File: src/rtl/sakebi_rx_frame_ctrl.sv
// Receive frame controller: delimits the rmii byte stream by idle timeout, filters on
// destination MAC, enforces length limits and re-emits frames as AXI-Stream with statistics.
module sakebi_rx_frame_ctrl #(
    parameter int IDLE_TIMEOUT = 16,
    parameter int MIN_LEN      = 64,
    parameter int MAX_LEN      = 1518
) (
    input  logic        i_axis_ACLK,
    input  logic        i_axis_ARESETn,
    input  logic        i_rx_TVALID,
    input  logic [7:0]  i_rx_TDATA,
    input  logic        i_cfg_enable,
    input  logic        i_cfg_promisc,
    input  logic [47:0] i_cfg_mac,
    output logic        o_axis_TVALID,
    output logic [7:0]  o_axis_TDATA,
    output logic        o_axis_TLAST,
    output logic        o_axis_TUSER,
    input  logic        i_stat_clear,
    output logic [15:0] o_stat_good,
    output logic [15:0] o_stat_filtered,
    output logic [15:0] o_stat_error,
    output logic        o_busy
);

    typedef enum logic [2:0] {S_IDLE, S_HDR, S_PASS, S_DISCARD, S_DRAIN} state_t;

    state_t      state_q, state_d;
    logic [7:0]  fifo_data [8];
    logic [7:0]  fifo_last, fifo_err;
    logic [2:0]  rd_ptr, wr_ptr;
    logic [3:0]  occ, occ_nx;
    logic [10:0] byte_cnt, cnt_inc;
    logic [7:0]  idle_cnt, idle_next;
    logic        cfg_promisc_q;
    logic [47:0] cfg_mac_q, hdr_bytes;
    logic        in_frame, eof, hdr_last, mac_match, oversize, pop;
    logic        push, push_ok, push_last, push_err, mark_last, mark_err, flush;
    logic        inc_good, inc_filt, inc_err;

    function automatic logic [15:0] sat_inc(input logic [15:0] v);
        return (v == 16'hFFFF) ? v : v + 16'd1;
    endfunction

    assign in_frame  = (state_q == S_HDR) || (state_q == S_PASS) || (state_q == S_DISCARD);
    assign idle_next = idle_cnt + 8'd1;
    assign eof       = in_frame && !i_rx_TVALID && (idle_next == 8'(IDLE_TIMEOUT));
    assign cnt_inc   = byte_cnt + 11'd1;
    assign hdr_last  = (state_q == S_HDR) && i_rx_TVALID && (byte_cnt == 11'd5);
    // Header bytes 0..4 are still in the FIFO: nothing pops before the filter decision.
    assign hdr_bytes = {fifo_data[rd_ptr], fifo_data[rd_ptr + 3'd1], fifo_data[rd_ptr + 3'd2],
                        fifo_data[rd_ptr + 3'd3], fifo_data[rd_ptr + 3'd4], i_rx_TDATA};
    assign mac_match = cfg_promisc_q || (hdr_bytes == cfg_mac_q) || (hdr_bytes == 48'hFFFF_FFFF_FFFF);
    assign oversize  = (state_q == S_PASS) && i_rx_TVALID && (cnt_inc == 11'(MAX_LEN));
    assign pop       = ((state_q == S_PASS) || (state_q == S_DISCARD) || (state_q == S_DRAIN)) &&
                       ((occ >= 4'd2) || ((occ == 4'd1) && fifo_last[rd_ptr]));
    assign push_ok   = push && ((occ != 4'd8) || pop);
    assign occ_nx    = flush ? 4'd0 : occ + {3'd0, push_ok} - {3'd0, pop};
    assign o_busy    = (state_q != S_IDLE);

    always_ff @(posedge i_axis_ACLK or negedge i_axis_ARESETn) begin
        if (!i_axis_ARESETn) state_q <= S_IDLE;
        else                 state_q <= state_d;
    end

    always_comb begin
        state_d = state_q;
        case (state_q)
            S_IDLE:    if (i_rx_TVALID) state_d = i_cfg_enable ? S_HDR : S_DISCARD;
            S_HDR:     if (eof) state_d = S_IDLE;
                       else if (hdr_last) state_d = mac_match ? S_PASS : S_DISCARD;
            S_PASS:    if (oversize) state_d = S_DISCARD;
                       else if (eof) state_d = S_DRAIN;
            S_DISCARD: if (eof) state_d = (occ_nx != 4'd0) ? S_DRAIN : S_IDLE;
            S_DRAIN:   if (occ_nx == 4'd0) state_d = S_IDLE;
            default:   state_d = S_IDLE;
        endcase
    end

    always_comb begin
        push = 1'b0; push_last = 1'b0; push_err = 1'b0;
        mark_last = 1'b0; mark_err = 1'b0; flush = 1'b0;
        inc_good = 1'b0; inc_filt = 1'b0; inc_err = 1'b0;
        case (state_q)
            S_IDLE: push = i_rx_TVALID && i_cfg_enable;
            S_HDR: begin
                if (eof) begin
                    flush = 1'b1; inc_err = 1'b1;
                end else if (hdr_last && !mac_match) begin
                    flush = 1'b1; inc_filt = 1'b1;
                end else begin
                    push = i_rx_TVALID;
                end
            end
            S_PASS: begin
                if (i_rx_TVALID) begin
                    push = 1'b1; push_last = oversize; push_err = oversize; inc_err = oversize;
                end else if (eof) begin
                    mark_last = 1'b1;
                    mark_err  = (byte_cnt < 11'(MIN_LEN));
                    inc_err   = mark_err;
                    inc_good  = !mark_err;
                end
            end
            S_DRAIN: inc_err = i_rx_TVALID;
            default: ;
        endcase
        // A push into a full FIFO is dropped and counted as an overrun.
        if (push && !push_ok) inc_err = 1'b1;
    end

    always_ff @(posedge i_axis_ACLK) begin
        if (push_ok && !flush) begin
            fifo_data[wr_ptr] <= i_rx_TDATA;
            fifo_last[wr_ptr] <= push_last;
            fifo_err[wr_ptr]  <= push_err;
        end
        if (mark_last) begin
            fifo_last[wr_ptr - 3'd1] <= 1'b1;
            fifo_err[wr_ptr - 3'd1]  <= mark_err;
        end
        if ((state_q == S_IDLE) && i_rx_TVALID) begin
            cfg_mac_q     <= i_cfg_mac;
            cfg_promisc_q <= i_cfg_promisc;
        end
    end

    always_ff @(posedge i_axis_ACLK or negedge i_axis_ARESETn) begin
        if (!i_axis_ARESETn) begin
            rd_ptr <= '0; wr_ptr <= '0; occ <= '0;
            byte_cnt <= '0; idle_cnt <= '0;
            o_axis_TVALID <= 1'b0; o_axis_TDATA <= '0; o_axis_TLAST <= 1'b0; o_axis_TUSER <= 1'b0;
        end else begin
            occ <= occ_nx;
            if (flush) begin
                rd_ptr <= '0; wr_ptr <= '0;
            end else begin
                if (push_ok) wr_ptr <= wr_ptr + 3'd1;
                if (pop)     rd_ptr <= rd_ptr + 3'd1;
            end
            if ((state_q == S_IDLE) && i_rx_TVALID)
                byte_cnt <= 11'd1;
            else if (((state_q == S_HDR) || (state_q == S_PASS)) && i_rx_TVALID)
                byte_cnt <= cnt_inc;
            idle_cnt      <= (in_frame && !i_rx_TVALID && !eof) ? idle_next : 8'd0;
            o_axis_TVALID <= pop;
            o_axis_TDATA  <= pop ? fifo_data[rd_ptr] : 8'd0;
            o_axis_TLAST  <= pop && fifo_last[rd_ptr];
            o_axis_TUSER  <= pop && fifo_err[rd_ptr];
        end
    end

    // Statistics: clear has priority over any increment in the same cycle.
    always_ff @(posedge i_axis_ACLK or negedge i_axis_ARESETn) begin
        if (!i_axis_ARESETn) begin
            o_stat_good <= '0; o_stat_filtered <= '0; o_stat_error <= '0;
        end else if (i_stat_clear) begin
            o_stat_good <= '0; o_stat_filtered <= '0; o_stat_error <= '0;
        end else begin
            if (inc_good) o_stat_good     <= sat_inc(o_stat_good);
            if (inc_filt) o_stat_filtered <= sat_inc(o_stat_filtered);
            if (inc_err)  o_stat_error    <= sat_inc(o_stat_error);
        end
    end

endmodule

File: config.mk
export PLATFORM = sky130hd
export DESIGN_NAME = sakebi_rx_frame_ctrl
export DESIGN_NICKNAME = d
export VERILOG_FILES = /design/src/rtl/sakebi_rx_frame_ctrl.sv
export SDC_FILE = /design/constraint.sdc
export NUM_CORES = 1
export LEC_CHECK = 0
export ABC_AREA = 1
export BUFFER_PORTS_ARGS = -buffer_cell sky130_fd_sc_hd__buf_2
export CORE_MARGIN = 5
export CORE_UTILIZATION = 25
export DETAILED_ROUTE_END_ITERATION = 10
export PLACE_DENSITY = 0.46
export SYNTH_ARGS = -nofsm -noshare
export SYNTH_HDL_FRONTEND = slang
export SYNTH_SLANG_ARGS = --single-unit
File: constraint.sdc
create_clock -name i_axis_ACLK -period 5.2 [get_ports i_axis_ACLK]
set_clock_uncertainty 0.15 [all_clocks]
set_input_delay 0.52 -clock i_axis_ACLK [delete_from_list [all_inputs] [get_ports i_axis_ACLK]]
set_output_delay 0.52 -clock i_axis_ACLK [all_outputs]
set_load 0.01 [all_outputs]
==> results of run 1 <==
worst reg2reg max path, stage by stage (launching register included):
cell and delay (ns):
sky130_fd_sc_hd__dfrtp_2 0.47, sky130_fd_sc_hd__ha_1 0.27, sky130_fd_sc_hd__xnor2_2 0.56, sky130_fd_sc_hd__nand3_1 0.25, sky130_fd_sc_hd__nand3_1 0.15, sky130_fd_sc_hd__nand2_1 0.06, sky130_fd_sc_hd__nor2_1 0.22, sky130_fd_sc_hd__nand3_1 0.13
sky130_fd_sc_hd__nor2_1 0.14, sky130_fd_sc_hd__nand3_1 0.22, sky130_fd_sc_hd__nand3_2 0.17, sky130_fd_sc_hd__nand2_2 0.09, sky130_fd_sc_hd__nand2_4 0.16, sky130_fd_sc_hd__nand2_1 0.13, sky130_fd_sc_hd__inv_2 0.08, sky130_fd_sc_hd__nand2_1 0.05
sky130_fd_sc_hd__nand2_1 0.09, sky130_fd_sc_hd__ha_1 0.19, sky130_fd_sc_hd__fa_1 0.45, sky130_fd_sc_hd__o211ai_1 0.24, sky130_fd_sc_hd__nand2_1 0.09, sky130_fd_sc_hd__nand2_1 0.12, sky130_fd_sc_hd__nand2_1 0.07, sky130_fd_sc_hd__nand2_1 0.05
sky130_fd_sc_hd__nand2_1 0.05
report_power, final:
part           switching [mW]  total, mW  internal (mW)
clock network           0.848       2.25           1.40
registers               0.222       2.34           2.12
logic                    2.84       4.04           1.20
layer usage:
layer | vias up | share of wire, % | global-route usage [%]
met5 | - | 0 | 0
met4 | 0 | 3.7 | 5.282
met3 | 89 | 4.5 | 2.225
met2 | 337 | 49 | 26.81
met1 | 5608 | 43 | 19.58
li1 | 5888 | - | -
sequential cells by signal (all words and copies together), names as in the netlist:
| name | count |
|---|---|
| idle_cnt | 8 |
| rd_ptr | 3 |
| o_stat_good | 16 |
| o_axis_TDATA | 8 |
| state_q | 3 |
| o_axis_TUSER | 1 |
| fifo_err | 8 |
| cfg_mac_q | 48 |
| wr_ptr | 3 |
| occ | 4 |
| fifo_last | 8 |
| cfg_promisc_q | 1 |
| o_axis_TVALID | 1 |
| o_stat_filtered | 16 |
| byte_cnt | 11 |
| o_axis_TLAST | 1 |
| o_stat_error | 16 |
| fifo_data | 64 |
repair_timing:
action                     in CTS  in global routing
hold endpoints to repair       86                  0
gates resized for setup         0                  4
setup endpoints to repair       0                  3
hold buffers                   49                  0
buffers inserted                0                  0
path summary, 6_finish.rpt:
check | to | cells after the start | from
max | state_q[1] | 24 | rd_ptr[1]
min | cfg_mac_q[27] | 1 | i_cfg_mac[27]
max reg2reg | state_q[1] | 24 | rd_ptr[1]
min reg2reg | idle_cnt[0] | 1 | idle_cnt[0]
max in group asynchronous | o_stat_filtered[10] | 3 | i_axis_ARESETn
min in group asynchronous | o_stat_error[8] | 2 | i_axis_ARESETn
layout make-up:
cell class / instances / area, sq um / share of cell area (%)
Inverter: 203 / 762.0 / 4.851
Timing Repair Buffer: 186 / 1226 / 7.807
Clock inverter: 23 / 376.6 / 2.398
Tap cell: 680 / 850.8 / 5.417
Clock buffer: 29 / 704.4 / 4.485
Antenna cell: 1 / 2.502 / 0.01593
Sequential cell: 220 / 5995 / 38.17
Multi-Input combinational cell: 1203 / 5789 / 36.86
per-stage QoR:
step	cell area, sq um	utilization, %	total power [mW]	setup WS (ns)	std cells
after CTS	15690	30.72	8.675	0.2809	2544
final	15710	30.74	8.633	0.4417	2545
after global placement	14120	27.64	6.348	0.4760	2443
after detailed placement	14120	27.64	6.350	0.3497	2443
after floorplan	12860	-	5.197	0.07617	1679
after global routing	15700	30.74	9.293	0.007925	2544
layout by cell type (no fill, tap or decap), drive strengths merged, types with 16 or more instances in the layout:
| cell type | n |
|---|---|
| dlygate4sd3 | 49 |
| inv | 202 |
| buf | 137 |
| edfxtp | 113 |
| xor2 | 36 |
| nand2 | 496 |
| dfrtp | 91 |
| nor3 | 47 |
| nand4 | 37 |
| o21ai | 50 |
| clkbuf | 29 |
| a21oi | 22 |
| nand3 | 303 |
| dfxtp | 16 |
| nor2 | 129 |
cell families after synthesis:
logic type               count (synthesis)  synth area share, %
XOR/XNOR                                46                3.249
AO/OA/AOI/OAI                          102                4.523
adder cells (fa/ha/maj)                 16                1.615
buffers and inverters                  256                8.482
AND/OR/NAND/NOR                       1039                35.56
flip-flops                             220                46.57
==> results.txt, run 1 <==
- After layout, the worst path uses 91.51% of the clock period.
- Minimum setup slack among reg-to-reg paths: between 0.4 and 0.5 ns
- After clock tree synthesis, the clock-pin slew on the worst setup and hold paths is ~0.06 ns.
- Walking the worst path, the cells encountered are ha_1 -> xnor2_2 -> nand3_1 -> nand3_1 -> nand2_1 -> nor2_1 -> nand3_1 -> nor2_1 -> nand3_1 -> nand3_2 -> nand2_2 -> nand2_4 -> nand2_1 -> inv_2 -> nand2_1 -> nand2_1 -> ha_1 -> fa_1 -> o211ai_1 -> nand2_1 -> nand2_1 -> nand2_1 -> nand2_1 -> nand2_1.
* Kind of cell with the highest combined delay on the critical path: simple AND/OR/NAND/NOR gates
* Fraction of the yosys area taken by sequential cells: roughly 47%
* TritonCTS Buffers: 28
* Number of filler cells placed in the layout: 5579
- In this run, synthesis inferred 113 flip-flops with an integrated enable.
- Root Buffer Master: sky130_fd_sc_hd__clkbuf_16
* Row Count: 83
* Share of final-layout standard cells stronger than drive strength 1: a little under an eighth
* Cell area after synthesis: approximately 13000 sq um
- The die is 236.8 um tall.
* Yosys top cell area share: between 20% and 30%
- Of all nets on the critical path, the largest fanout is 18.
- IR analysis of the VDD net gives a maximum drop of approximately 0.00030 V.
- Worst path most repeated cell: sky130_fd_sc_hd__nand2_1
* Vias post-DR: 11922
- The setup path with the least slack is of type register to register.
* Leak pwr: approximately 7 nW
* Number of library cell types mapped by synthesis: 44
- Setup violations remaining at the end of the flow were counted as 0.
- Hold timing on the final database bottoms out at a slack of between 0.03 and 0.04 ns.
- The clock drives 220 sinks.
* Nets: 1920
* Fmax: 0.2102 GHz
- Number of synthesized register bits: 220
* PwrDens: 549.6 nW/um^2
- Max capacitance violation total: 0
- In the final routed layout, each cell accounts on average for 17.57 um.
- At the later pin of the worst-skew pair, clock insertion delay measures 0.59 ns.
- Once the floorplan was initialized, standard cells occupied approximately a quarter of the core.
- The first global-routing pass estimated 68.37 mm of wire.
* Measured slew at the worst slew-check pin: 1.064 ns
* Class of the tightest hold or removal check: input port to register
* Number of remaining DRC errors: 0
- Headroom to the max-slew limit came out at around 29%.
* Aggregate negative setup slack: 0 ns
* Post-detailed-route count of antenna-violating nets: 0
- Synth top cells by count: 490 x sky130_fd_sc_hd__nand2_1, 302 x sky130_fd_sc_hd__nand3_1, 186 x sky130_fd_sc_hd__inv_1, 126 x sky130_fd_sc_hd__nor2_1, 113 x sky130_fd_sc_hd__edfxtp_1
- At the worst endpoint, the required time is roughly 5.5 ns.
- CTS built an H-tree with a depth of 1.
* Number of optimization iterations in the first detailed-route pass: 5
* Placer congestion estimate: between 0.9 and 1
- By area the synthesized netlist is led by sky130_fd_sc_hd__edfxtp_1 26%, sky130_fd_sc_hd__dfrtp_1 18%, sky130_fd_sc_hd__nand2_1 14%, sky130_fd_sc_hd__nand3_1 12%, sky130_fd_sc_hd__inv_1 5.4%.
- Slowest cell on the critical path: sky130_fd_sc_hd__xnor2_2
* Net count of the mapped netlist: 1757
- Via count of the first global-routing pass: 11710
* Setup crit start kind: register
- Routed vias/inst: roughly 4.7
- Yosys printed 0 warnings.
- Number of antenna violations at the first check in global routing: 2
- The routed design has 44.70 mm of wire.
- Iteration-0 DRC Markers: about 890
- Post-synthesis average cell area: roughly 7.7 sq um
- Global routing finished with a remaining overflow of 0.
- The floorplan step set the die width to 236.8 um.
- Count of input and output buffers: 121
- On the worst path, the slowest cell contributes a delay of 0.56 ns.
- Dominant cell by count in the synthesized netlist: sky130_fd_sc_hd__nand2_1
* Overall die area: between 50000 and 60000 sq um
* Prevailing post-synth register cell: sky130_fd_sc_hd__edfxtp_1
- The clock period could shrink to around 4.8 ns.
- The core region is about 51000 sq um.
- Post-synthesis instance total: ~1700
* Max clock buf depth: 3
* Yosys top cell by area: sky130_fd_sc_hd__edfxtp_1
- Total track usage: 15.40%
- STA puts the critical path data arrival time at slightly above 5 ns.
* Pin count of the biggest net entering global routing: between 70 and 80
- Of all flip-flops after synthesis, the portion carrying an async set or reset was between 40 and 50%.
- Crit path capture type: register
* Pins Over Slew Limit: 0
* P&R area growth vs syn: 22.10%
* Count of endpoints failing hold in the final timing report: 0
- TritonCTS clock tree: yes
- Ports placed on the boundary: approximately 120
- HPWL after detailed placement: about 34 mm
- Counting both buffers and inverters, the worst setup path holds a total of 1.
- RSZ-0062 raised after global routing: false
- Run status: completed
Power figures use the tool's default switching activity.
==> inputs of run 2 (changes only) <==
Settings changed: PLACE_DENSITY 0.46 to 0.44.
Clock period 5.2 ns to 5.9 ns, I/O delays scaled along.
==> run 2 against run 1 <==
Net effect:
- register-to-register slack improved by 0.40 ns
- routed wire length decreased by 1.0%
- worst hold slack improved by 0.0080 ns
- cell area decreased by 4.4%
- critical path type unchanged
- largest power group unchanged
- critical endpoint unchanged
==> results.txt, run 2 (same netlist as run 1, synthesis figures left out) <==
* Post-CTS Setup Inserts: 0 (unchanged)
- Total track usage: 15.41% (was 15.40%)
* Clk slew on worst S/H paths: 0.06 ns (about the same)
- PwrDens: 483.4 nW/um^2 (was 549.6 nW/um^2)
* First-pass GRT wire length: 68.04 mm (was 68.37 mm)
* Maximum net fanout on the critical path: 74 (was 18)
* Antenna diode count: 0 (was 1)
* Count of endpoints failing hold in the final timing report: 0 (unchanged)
- The flip-flop count of the largest register, all copies and words added is 64 (unchanged).
* TritonCTS Buffers: 29 (was 28)
- The max-slew headroom at the worst pin was 29.06% (was 29.07%).
* Global route overflow: 0 (unchanged)
* Post-Route Utilization: 29.38% (was 30.74%)
- The via count of the first global-routing pass came to 11607 (was 11710).
- Number of setup violations in the final report: 0 (unchanged)
- The share of final-layout standard cells stronger than drive strength 1 came to 11.89% (was 11.96%).
* Post-place setup slack: 0.8687 ns (was 0.3497 ns)
- The starting density of the core is 25.18% (unchanged).
* Class of the tightest hold or removal check: input port to register (unchanged)
* Number of sinks on the clock net: 220 (unchanged)
- Pins Over Slew Limit: 0 (unchanged)
- The final HPWL from detailed placement is 33.38 mm (was 33.66 mm).
* Area inside the core boundary: 51090 sq um (unchanged)
* Most frequent cells in the layout: 490 x sky130_fd_sc_hd__nand2_1, 302 x sky130_fd_sc_hd__nand3_1, 186 x sky130_fd_sc_hd__inv_1, 125 x sky130_fd_sc_hd__nor2_1, 120 x sky130_fd_sc_hd__buf_2 (unchanged)
- The routed length per instance came to 17.73 um (was 17.57 um).
* RR Startpoint: rd_ptr[0] (was rd_ptr[1])
* Crit path capture type: register (unchanged)
* Overall die area: 56090 sq um (unchanged)
* WS Path Type: register to register (unchanged)
* Row Count: 83 (unchanged)
- The register name with the most flops was fifo_data (unchanged).
- The count of buffers from port buffering was 121 (unchanged).
- Number of remaining DRC errors: 0 (unchanged)
* Placer congestion estimate: 0.9440 (was 0.9507)
- Final hold slack: 0.04146 ns (was 0.03350 ns)
- The timing-limited maximum frequency came to 0.1977 GHz (was 0.2102 GHz).
- Vias post-DR: 11706 (was 11922)
- The critical path required time came to 6.22 ns (was 5.53 ns).
- The maximum VDD drop came to 0.0002787 V (was 0.0003036 V).
* Number of filler cells placed in the layout: 5583 (was 5579)
- The final worst-path cycle share is 85.75% (was 91.51%).
* Largest registers: fifo_data (64), cfg_mac_q (48) (unchanged)
* Endpoint arrival time on the critical path: 5.38 ns (was 5.09 ns)
- Ports placed on the boundary: 122 (unchanged)
- The overall die height came to 236.8 um (unchanged).
- The number of stages on the worst hold path was 1 (unchanged).
- The source-to-sink clock delay at the later pin of the worst-skew pair is 0.58 ns (was 0.59 ns).
- The floorplan die width was 236.8 um (unchanged).
- Leak pwr: 6.729 nW (was 7.001 nW)
- The total instance count after detailed placement came to 2441 (was 2443).
- The final period demand of the worst path is 5.059 ns (was 4.758 ns).
* Nets: 1871 (was 1920)
* Max capacitance violation total: 0 (unchanged)
- The startpoint type of the worst setup path is a register (unchanged).
* P&R area growth vs syn: 16.71% (was 22.10%)
- The worst setup margin came to 0.8409 ns (was 0.4417 ns).
- Minimum setup slack among reg-to-reg paths: 0.84 ns (was 0.44 ns)
* Measured slew at the worst slew-check pin: 1.064 ns (about the same)
- R2R depth: 25 (was 24)
- Total routed wirelength: 44.26 mm (was 44.70 mm)
* Number of H-tree branching levels: 1 (unchanged)
- Post-detailed-route count of antenna-violating nets: 0 (unchanged)
- Number of optimization iterations in the first detailed-route pass: 5 (unchanged)
- Origin of the worst min-delay path: i_cfg_mac[0] (was i_cfg_mac[27])
- Max clock buf depth: 3 (unchanged)
* Non-filler instance count after layout: 2496 (was 2545)
- The largest net degree at the start of global routing is 76 (unchanged).
- The capture point of the worst reg-to-reg path was state_q[1] (unchanged).
- The clock tree from TritonCTS was yes (unchanged).
* Number of antenna violations at the first check in global routing: 0 (was 2)
- The worst hold path endpoint was cfg_mac_q[0] (was cfg_mac_q[27]).
* Root Buffer Master: sky130_fd_sc_hd__clkbuf_16 (unchanged)
* Routed vias/inst: 4.690 (was 4.684)
* RSZ-0062 raised after global routing: false (unchanged)
* Aggregate negative setup slack: 0 ns (unchanged)
- The initial DRC count was 835 (was 891).
* Run status: completed (unchanged)
- Most common cell after layout, fill and taps aside: sky130_fd_sc_hd__nand2_1 (unchanged)
run 2: worst max path at each step:
stage | start | endpoint | slack [ns] | cells past startpoint
after floorplan | state_q[1] | state_q[1] | 0.78 | 22
after global placement | rd_ptr[0] | state_q[1] | 0.98 | 25
after detailed placement | rd_ptr[0] | state_q[1] | 0.87 | 25
after CTS | rd_ptr[0] | state_q[1] | 0.85 | 25
after global routing | rd_ptr[0] | state_q[1] | 0.47 | 28
final | rd_ptr[0] | state_q[1] | 0.84 | 25
run 2: metrics by stage:
step                instance area [sq um]  total power, mW
finish                              15010            7.257
global route                        15010            7.854
CTS                                 15010            7.326
detailed placement                  14110            5.625
global placement                    14110            5.638
floorplan                           12860            4.581
run 2: report_power, final:
part	total, mW	internal [mW]	leakage (nW)	switching (mW)
registers	2.03	1.87	2.39	0.167
logic	3.56	1.02	3.89	2.55
clock network	1.66	0.938	0.444	0.722
run 2: critical path, stage by stage, from the launching register on:
cell and delay [ns]:
sky130_fd_sc_hd__dfrtp_2 0.40, sky130_fd_sc_hd__buf_4 0.35, sky130_fd_sc_hd__ha_1 0.38, sky130_fd_sc_hd__xnor2_2 0.50, sky130_fd_sc_hd__nand3_1 0.28, sky130_fd_sc_hd__nand3_1 0.16, sky130_fd_sc_hd__nand2_1 0.06, sky130_fd_sc_hd__nor2_1 0.14
sky130_fd_sc_hd__nand3_1 0.09, sky130_fd_sc_hd__nor2_1 0.13, sky130_fd_sc_hd__nand3_1 0.22, sky130_fd_sc_hd__nand3_2 0.17, sky130_fd_sc_hd__nand2_2 0.09, sky130_fd_sc_hd__nand2_4 0.20, sky130_fd_sc_hd__nand2_1 0.13, sky130_fd_sc_hd__inv_2 0.08
sky130_fd_sc_hd__nand2_1 0.05, sky130_fd_sc_hd__nand2_1 0.10, sky130_fd_sc_hd__ha_1 0.18, sky130_fd_sc_hd__fa_1 0.44, sky130_fd_sc_hd__o211ai_1 0.26, sky130_fd_sc_hd__nand2_1 0.09, sky130_fd_sc_hd__nand2_1 0.12, sky130_fd_sc_hd__nand2_1 0.07
sky130_fd_sc_hd__nand2_1 0.05, sky130_fd_sc_hd__nand2_1 0.05
run 2: timing repair:
| action | in CTS | in global routing |
|---|---|---|
| gates resized for setup | 0 | 0 |
| hold endpoints to repair | 25 | 0 |
| hold buffers | 1 | 0 |
| setup endpoints to repair | 0 | 0 |
run 2: final cells by class:
class,count,area [sq um],share of cell area (%)
timing repair buffer,136,723.2,4.817
clock buffer,36,772.0,5.142
inverter,203,762.0,5.075
clock inverter,18,123.9,0.8251
sequential,220,5992,39.91
tap,680,850.8,5.667
multi-input combinational,1203,5789,38.56
run 2: routing by layer:
metal	vias to the layer above	routed length, um	part of all wire (%)	track usage (%)
met5	-	0	0	0
met4	0	1790	4.0	5.597
met3	77	1575	3.6	2.003
met2	252	21530	49	27.11
met1	5579	19360	44	19.36
li1	5798	-	-	-
==> inputs of run 3 (changes only) <==
Settings changed: PLACE_DENSITY 0.44 to 0.46, SKIP_CTS_REPAIR_TIMING set to 1.
Clock period 5.9 ns to 4.5 ns, I/O delays scaled along.
==> run 3 against run 2 <==
Net effect:
- total power increased by 38%
- cell count up 2.8%
- combinational power grew 45%
- largest cell class unchanged
- count of clock-buffer cells in the layout is 5 lower
- routed wire length rose by 2.9%
- highest routed layer unchanged
- flip-flop and latch count unchanged
- clock power increased by 30%
- register-to-register slack worse by 0.57 ns
==> results.txt, run 3 (same netlist as run 1, synthesis figures left out) <==
- The area added between synthesis and finish came to 23.09% (was 16.71%).
* Aggregate negative setup slack: 0 ns (unchanged)
- Starting utilization of the core area: 25.18% (unchanged)
* Total routed wirelength: 45.54 mm (was 44.26 mm)
* Overall die area: 56090 sq um (unchanged)
- Setup crit start kind: register (unchanged)
- The routed length per instance was 17.74 um (was 17.73 um).
* Fmax: 0.2363 GHz (was 0.1977 GHz)
* Horiz. Die Dim: 236.8 um (unchanged)
- Number of placed cells counting well taps: 2464 (was 2441)
* TritonCTS clock tree: yes (unchanged)
* Pin count of the biggest net entering global routing: 76 (unchanged)
* Leak pwr: 7.087 nW (was 6.729 nW)
* Clk slew on worst S/H paths: 0.06 ns (about the same)
* WS Path Type: register to register (unchanged)
- The number of inserted diodes is 0 (unchanged).
- Largest registers: fifo_data (64), cfg_mac_q (48) (unchanged).
- Relative max-transition margin: 29.65% (was 29.06%)
- The flip-flop count of the largest register, all copies and words added was 64 (unchanged).
- Tmin final: 4.233 ns (was 5.059 ns)
- Period Utilization, post-route: 94.06% (was 85.75%)
- Ports placed on the boundary: 122 (unchanged)
* Pins Over Slew Limit: 0 (unchanged)
- Maximum vdd drop: 0.0003569 V (was 0.0002787 V)
- Number of remaining DRC errors: 0 (unchanged)
- The non-filler instance count after layout was 2567 (was 2496).
* Maximum net fanout on the critical path: 4 (was 74)
- Nets: 1945 (was 1871)
- The category of the worst setup path capture point is a register (unchanged).
* Max clock buf depth: 3 (unchanged)
* Measured slew at the worst slew-check pin: 1.055 ns (was 1.064 ns)
- Root Buffer Master: sky130_fd_sc_hd__clkbuf_16 (unchanged)
- Post-place setup slack: 0.05669 ns (was 0.8687 ns)
- The areal power density over the cells was 633.3 nW/um^2 (was 483.4 nW/um^2).
- Run status: completed (unchanged)
* Endpoint arrival time on the critical path: 4.54 ns (was 5.38 ns)
* Number of setup violations in the final report: 0 (unchanged)
* Later-pin clock latency in the skew report: 0.57 ns (was 0.58 ns)
- The antenna violation net count after detailed routing is 0 (unchanged).
- The final HPWL from detailed placement was 34.20 mm (was 33.38 mm).
- Number of sinks on the clock net: 220 (unchanged)
- Total track usage: 15.60% (was 15.41%)
- Number of optimization iterations in the first detailed-route pass: 5 (unchanged)
- Count of endpoints failing hold in the final timing report: 0 (unchanged)
- The type of the worst min-delay path is input port to register (unchanged).
- RSZ-0062 raised after global routing: false (unchanged).
* Required @ worst endpoint: 4.81 ns (was 6.22 ns)
- Iteration-0 DRC Markers: 830 (was 835)
* Routed vias/inst: 4.695 (was 4.690)
- The weighted congestion reported at the end of routability-driven placement came to 0.9427 (was 0.9440).
* Placed cell area: 14320 sq um (was 14110 sq um)
- Most frequent cells in the layout: 490 x sky130_fd_sc_hd__nand2_1, 300 x sky130_fd_sc_hd__nand3_1, 186 x sky130_fd_sc_hd__inv_1, 124 x sky130_fd_sc_hd__nor2_1, 120 x sky130_fd_sc_hd__buf_2 (was 490 x sky130_fd_sc_hd__nand2_1, 302 x sky130_fd_sc_hd__nand3_1, 186 x sky130_fd_sc_hd__inv_1, 125 x sky130_fd_sc_hd__nor2_1, 120 x sky130_fd_sc_hd__buf_2)
- The overall die height was 236.8 um (unchanged).
- Number of H-tree branching levels: 1 (unchanged)
- Row Count: 83 (unchanged)
- Share of final-layout standard cells stronger than drive strength 1: 13.04% (was 11.89%)
- Area inside the core boundary: 51090 sq um (unchanged)
- The worst setup margin was 0.2672 ns (was 0.8409 ns).
- Most common cell after layout, fill and taps aside: sky130_fd_sc_hd__nand2_1 (unchanged)
- The residual overflow from global routing came to 0 (unchanged).
- The wire length of the first global-routing pass came to 68.86 mm (was 68.04 mm).
- Number of antenna violations at the first check in global routing: 1 (was 0)
* Count of input and output buffers: 121 (unchanged)
* Top reg by flops: fifo_data (unchanged)
* TritonCTS Buffers: 27 (was 29)
- The max-cap check violation count is 0 (unchanged).
- The total via count in the routed design came to 12052 (was 11706).
* Via count of the first global-routing pass: 11690 (was 11607)
* Post-route design area: 15830 sq um (was 15010 sq um)
run 3: final timing paths:
| check | start | endpoint | slack (ns) | depth (start not counted) |
|---|---|---|---|---|
| min in group asynchronous | i_axis_ARESETn | o_axis_TDATA[0] | 0.38 | 2 |
| worst max register to register | rd_ptr[0] | state_q[1] | 0.27 | 26 |
| worst min register to register | fifo_last[3] | fifo_last[3] | 0.31 | 2 |
| max in group asynchronous | i_axis_ARESETn | o_stat_good[4] | 2.87 | 3 |
| worst max-delay path | rd_ptr[0] | state_q[1] | 0.27 | 26 |
| worst min-delay path | i_rx_TDATA[0] | fifo_data[3][0] | 0.1 | 1 |
run 3: where the power goes:
group / internal, mW / switching (mW)
logic: 1.71 / 3.45
registers: 2.45 / 0.255
clock network: 1.26 / 0.906
run 3: worst max-delay path, stage by stage (launching register included):
cell	delay (ns)
sky130_fd_sc_hd__dfrtp_2	0.40
sky130_fd_sc_hd__buf_4	0.18
sky130_fd_sc_hd__ha_4	0.20
sky130_fd_sc_hd__xnor2_4	0.23
sky130_fd_sc_hd__buf_4	0.20
sky130_fd_sc_hd__nand3_1	0.13
sky130_fd_sc_hd__nand2_1	0.12
sky130_fd_sc_hd__nand2_1	0.05
sky130_fd_sc_hd__nand2_1	0.05
sky130_fd_sc_hd__nand3_1	0.13
sky130_fd_sc_hd__nor2_1	0.19
sky130_fd_sc_hd__nand2_1	0.07
sky130_fd_sc_hd__nor2_1	0.12
sky130_fd_sc_hd__nand3_2	0.17
sky130_fd_sc_hd__nand3_2	0.13
sky130_fd_sc_hd__nand2_2	0.07
sky130_fd_sc_hd__nand3_1	0.10
sky130_fd_sc_hd__nand2_1	0.07
sky130_fd_sc_hd__ha_1	0.20
sky130_fd_sc_hd__fa_1	0.38
sky130_fd_sc_hd__xor2_1	0.19
sky130_fd_sc_hd__o211ai_1	0.23
sky130_fd_sc_hd__nand2_1	0.07
sky130_fd_sc_hd__nand2_1	0.12
sky130_fd_sc_hd__nand2_1	0.07
sky130_fd_sc_hd__nand2_1	0.05
sky130_fd_sc_hd__nand2_1	0.04
run 3: routing by layer:
layer,vias up,track usage (%),routed length [um]
met5,-,0,0
met4,0,5.352,1705
met3,92,1.922,2012
met2,298,27.39,22260
met1,5706,19.84,19560
li1,5956,-,-
run 3: area by class of cell:
| type | instances | area [sq um] |
|---|---|---|
| Clock inverter | 18 | 163.9 |
| Tap cell | 680 | 850.8 |
| Sequential cell | 220 | 5996 |
| Timing Repair Buffer | 212 | 1499 |
| Inverter | 203 | 769.5 |
| Multi-Input combinational cell | 1203 | 5843 |
| Fill cell | 5547 | 35260 |
| Clock buffer | 31 | 711.9 |
run 3: metrics by stage:
step | hold WS (ns) | power [mW] | util (%)
final | 0.09666 | 10.03 | 30.99
after global routing | 0.09593 | 10.82 | 30.99
after CTS | -0.1306 | 9.870 | 29.74
after detailed placement | 0.3011 | 7.647 | 28.02
after global placement | 0.2939 | 7.664 | 28.02
after floorplan | 0.004409 | 6.003 | -
